File: config.mk
export PLATFORM = sky130hd
export DESIGN_NAME = boot_loader
export DESIGN_NICKNAME = d
export VERILOG_FILES = /design/src/rtl/boot_loader.sv
export SDC_FILE = /design/constraint.sdc
export NUM_CORES = 1
export LEC_CHECK = 0
export ABC_CLOCK_PERIOD_IN_PS = 2000
export BUFFER_PORTS_ARGS = -buffer_cell sky130_fd_sc_hd__buf_2
export CORE_MARGIN = 2
export CORE_UTILIZATION = 47
export CTS_CLUSTER_SIZE = 16
export DETAILED_ROUTE_END_ITERATION = 12
export PLACE_DENSITY = 0.78
export SKIP_CTS_REPAIR_TIMING = 1
export SYNTH_ARGS = -nofsm -noshare
export SYNTH_HDL_FRONTEND = slang
export SYNTH_SLANG_ARGS = --single-unit
File: constraint.sdc
create_clock -name clk -period 2 [get_ports clk]
set_input_delay 0.5 -clock clk [delete_from_list [all_inputs] [get_ports clk]]
set_output_delay 0.5 -clock clk [all_outputs]
set_load 0.005 [all_outputs]
File: src/rtl/boot_loader.sv
// Streams instruction words into the inst_rom write port, appends a zero terminator,
// then starts the CPU with a timed reset release. Optional BOOT_CHECKSUM_EN adds a load checksum.
module boot_loader #(
    parameter int unsigned DATA_W      = 32,
    parameter int unsigned ADDR_W      = 32,
    parameter int unsigned DEPTH       = 32,
    parameter int unsigned BASE_ADDR   = 0,
    parameter int unsigned ADDR_STEP   = 4,
    parameter int unsigned HOLD_CYCLES = 2
) (
    input  logic                       clk,
    input  logic                       reset,
    input  logic                       load_start,
    input  logic                       in_valid,
    output logic                       in_ready,
    input  logic [DATA_W-1:0]          in_data,
    input  logic                       in_last,
`ifdef BOOT_CHECKSUM_EN
    input  logic [DATA_W-1:0]          expected_sum,
`endif
    output logic                       rom_we,
    output logic [ADDR_W-1:0]          rom_addr,
    output logic [DATA_W-1:0]          rom_data,
    output logic                       cpu_go,
    output logic                       cpu_reset,
    output logic [$clog2(DEPTH+1)-1:0] words_loaded,
    output logic                       done,
    output logic                       error
);

    localparam int unsigned CNT_W  = $clog2(DEPTH + 1);
    localparam int unsigned HOLD_W = $clog2(HOLD_CYCLES + 1);

    // Input handshake: a word transfers on any rising edge where in_valid and in_ready are
    // both high; in_data/in_last are only looked at on that edge.
    typedef enum logic [2:0] {
        IDLE,
        LOAD,
        TERM,
        HOLD,
        RUN,
        ERR
    } state_t;

    state_t              state;
    state_t              state_next;
    logic                accept;
    logic                start_load;
    logic                write_term;
    logic                sum_ok;
    logic [ADDR_W-1:0]   wr_ptr;
    logic [HOLD_W-1:0]   hold_cnt;

    always_ff @(posedge clk or negedge reset) begin
        if (!reset) begin
            state <= IDLE;
        end else begin
            state <= state_next;
        end
    end

    always_comb begin
        state_next = state;
        in_ready   = 1'b0;
        cpu_go     = 1'b0;
        cpu_reset  = 1'b1;
        done       = 1'b0;
        error      = 1'b0;
        accept     = 1'b0;
        start_load = 1'b0;
        write_term = 1'b0;
        case (state)
            IDLE: begin
                if (load_start) begin
                    start_load = 1'b1;
                    state_next = LOAD;
                end
            end
            LOAD: begin
                // The last slot is reserved for the terminator word.
                in_ready = (words_loaded < CNT_W'(DEPTH - 1));
                accept   = in_valid && in_ready;
                if (accept && in_last) begin
                    state_next = TERM;
                end else if (in_valid && !in_ready) begin
                    state_next = ERR;
                end
            end
            TERM: begin
                write_term = 1'b1;
                state_next = sum_ok ? HOLD : ERR;
            end
            HOLD: begin
                cpu_go = 1'b1;
                if (hold_cnt <= HOLD_W'(1)) begin
                    state_next = RUN;
                end
            end
            RUN: begin
                cpu_go    = 1'b1;
                cpu_reset = 1'b0;
                done      = 1'b1;
                if (load_start) begin
                    start_load = 1'b1;
                    state_next = LOAD;
                end
            end
            ERR: begin
                error = 1'b1;
                if (load_start) begin
                    start_load = 1'b1;
                    state_next = LOAD;
                end
            end
            default: state_next = IDLE;
        endcase
    end

    // Write port is registered: a word accepted on one edge appears on the ROM port the next cycle.
    always_ff @(posedge clk or negedge reset) begin
        if (!reset) begin
            rom_we       <= 1'b0;
            rom_addr     <= ADDR_W'(BASE_ADDR);
            rom_data     <= '0;
            wr_ptr       <= ADDR_W'(BASE_ADDR);
            words_loaded <= '0;
            hold_cnt     <= '0;
        end else begin
            rom_we <= 1'b0;
            if (start_load) begin
                wr_ptr       <= ADDR_W'(BASE_ADDR);
                words_loaded <= '0;
            end
            if (accept) begin
                rom_we       <= 1'b1;
                rom_addr     <= wr_ptr;
                rom_data     <= in_data;
                wr_ptr       <= wr_ptr + ADDR_W'(ADDR_STEP);
                words_loaded <= words_loaded + CNT_W'(1);
            end
            if (write_term) begin
                rom_we   <= 1'b1;
                rom_addr <= wr_ptr;
                rom_data <= '0;
                hold_cnt <= HOLD_W'(HOLD_CYCLES);
            end else if (state == HOLD && hold_cnt != '0) begin
                hold_cnt <= hold_cnt - HOLD_W'(1);
            end
        end
    end

`ifdef BOOT_CHECKSUM_EN
    logic [DATA_W-1:0] sum;

    always_ff @(posedge clk or negedge reset) begin
        if (!reset) begin
            sum <= '0;
        end else if (start_load) begin
            sum <= '0;
        end else if (accept) begin
            sum <= sum + in_data;
        end
    end

    assign sum_ok = (sum == expected_sum);
`else
    assign sum_ok = 1'b1;
`endif

endmodule

==> results_dict.tcl <==
set metrics [dict create \
    outcome "finished with violations" \
    violations "negative setup slack" \
    via_count 3814 \
    cp.required_ns 1.50 \
    cts-root-buf "clkbuf_8" \
    netlist.area_leader.share_pct 54.1 \
    slew_viol_final 0 \
    ant_nets 0 \
    grt_overflow 0 \
    setup_viol 1 \
    slew_headroom_pct 65.5 \
    synth_area_um2 4810 \
    rsz0062_at_grt "yes" \
    end_kind "primary output" \
    grt_pass1_vias 3653 \
    post-route-min-period_ns 2.06 \
    first_pass_iters 4 \
    arrival_ns 1.56 \
    clk_latency_ns 0.36 \
    dp_hpwl_mm 7.33 \
    fin_nets 611 \
    drt-initial-drc-count 155 \
    initial_core_util_pct 48.8 \
    placedCellCount 681 \
    hold_ws_ns 0.120 \
    dieArea_um2 11100 \
    drc 0 \
    path_clk_slew_ns 0.10 \
    synthArstFlopShare_pct 100 \
    clock-sinks 104 \
    worstMarginPinSlew_ns 0.513 \
    wire_per_inst_um 15.0 \
    synth_edf_count 0 \
    die_y_um 105 \
    hold_path_class "in -> async" \
    syn_inst 449 \
    nFillCells 854 \
    critical_path_class "reg -> out" \
    drive_above_1_share_pct 30.6 \
    setup_slack_ns -0.0597 \
    area_growth_pct 21.4 \
    netlist-cell-type-count 52 \
    ios 113 \
    place_congestion 0.846 \
    cts_buffer_depth 2 \
    clock.fmax_mhz 486 \
    synth_area_per_cell_um2 10.7 \
    dpl_worst_slack_ns 0.0129 \
    ys_warn_count 0 \
    power.density_nw_per_um2 1110 \
    start_kind "flip-flop" \
    cap_viol_max_count 0 \
    stdcell_area_um2 5840 \
    synth_ff_type "dfrtp_1" \
    grt_pass1_wl_mm 17.5 \
    synth_area_leaders "dfrtp_1, nand2_1, mux2_1" \
    cts_tree "built" \
    fp-row-count 36 \
    dpl_cell_area_um2 5540 \
    design.core.area_um2 9860 \
    timing.setup.tns_ns -0.0597 \
    yosysSeqAreaShare_pct 54.1 \
    dieWidth_um 105 \
    antenna_found_initial 0 \
    numCtsBuffers 9 \
    viasPerCell 5.39 \
    synth_seq_cells 104 \
    finClkSkew_ns 0.00854 \
    portBuffers 110 \
    finalHoldViolCount 0 \
    grt_max_degree 65 \
    fin_crit_sh_pct 103 \
    p_leak_nw 3.12 \
    yosys.area.top_type "dfrtp_1" \
    stdcell_count 708 \
    worstPathMaxFanout 5 \
    max-vdd-ir-drop_v 0.000647 \
    grt_use_total_pct 19.4 \
    htreeDepth 3 \
    wirelength_mm 10.6 \
    diodes 0 \
]
[kinds of logic after synthesis]
kind of cell,share of synthesized area [%]
and+or+nand+nor,19.1
DFF,54.1
AOI/OAI and AO/OA,10.1
muxes,10.8
buffers and inverters,4.45
adders and majority gates,1.04
xor gates and xnor gates,0.364
other,0.0779
[through the flow]
stage	util, %	power (mW)
6_report	59.2	6.51
3_5_place_dp	56.2	5.19
5_1_grt	59.2	6.97
2_1_floorplan	-	4.28
4_1_cts	58.0	6.42
3_3_place_gp	56.2	5.07
[routing by layer]
layer | global-route usage [%] | share of wire (%)
met5 | 0 | 0
met3 | 3.74 | 5.0
met2 | 33.3 | 51
met4 | 6.95 | 1.3
met1 | 24.5 | 43
[layout make-up]
class	count	area (um^2)	area share, %
clock buffer	11	141	2.42
clock inverter	5	40.0	0.686
inverter	9	33.8	0.578
multi-input combinational	310	2040	35.0
sequential	104	2610	44.6
tap	133	166	2.85
timing repair buffer	136	811	13.9
[cells in the mapped netlist (4+ instances only)]
| master | instances |
|---|---|
| nand2_1 | 106 |
| dfrtp_1 | 104 |
| a21oi_1 | 35 |
| mux2_1 | 29 |
| mux2i_1 | 17 |
| nand3_1 | 16 |
| buf_2 | 12 |
| a31oi_1 | 10 |
| inv_1 | 9 |
| o21ai_0 | 9 |
| nand4_1 | 8 |
| nor2_1 | 8 |
| buf_6 | 6 |
| clkbuf_1 | 6 |
| a21o_1 | 5 |
| nor3_1 | 5 |
| nor4_1 | 5 |
| buf_4 | 4 |
| ha_1 | 4 |
| nand2b_1 | 4 |
[flip-flops by register name (all words and copies together) (netlist names)]
signal        flops
hold_cnt          2
state             3
rom_addr         30
rom_we            1
words_loaded      6
rom_data         32
wr_ptr           30
[cell usage in the layout, fill, tap and decap left out, types with 4 or more instances in the layout]
cell      netlist  routed
a21o_1          5       5
nand3_1        16      16
o21ai_0         9       9
a31oi_1        10      10
a21oi_1        35      35
nor4_1          5       5
nand4_1         8       8
nor2_1          8       8
clkbuf_8        0      10
nor3_1          5       4
inv_1           9       9
nand2_1       106     106
mux2_1         29      29
dfrtp_1       104     102
buf_12          0       5
mux2i_1        17      17
buf_4           4      22
buf_2          12     109
[path summary, 6_finish.rpt]
kind | start | end | slack (ns) | depth (start not counted)
worst max-delay path | words_loaded[0] | in_ready | -0.06 | 4
worst min-delay path | reset | rom_addr[12] | 0.12 | 2
worst max register to register | words_loaded[0] | rom_addr[21] | 0.14 | 7
worst min register to register | rom_addr[24] | rom_addr[24] | 0.49 | 1
max in group asynchronous | reset | state[1] | 1.40 | 2
min in group clk | in_data[18] | rom_data[18] | 0.36 | 3
[power breakdown]
part           switching [mW]  total (mW)  leakage (nW)  internal [mW]
Combinational            1.28        2.41          1.64           1.13
Clock                   0.736        1.24        0.0879          0.499
Sequential              0.333        2.86          1.39           2.53
Total                    2.35        6.51          3.12           4.16
[worst max-delay path, stage by stage (launching register included)]
cell and delay [ns]:
dfrtp_1 0.44, ha_4 0.20, a41o_4 0.24, nor3_4 0.19, buf_2 0.14
Note: power is estimated with default switching activity, not from simulation.
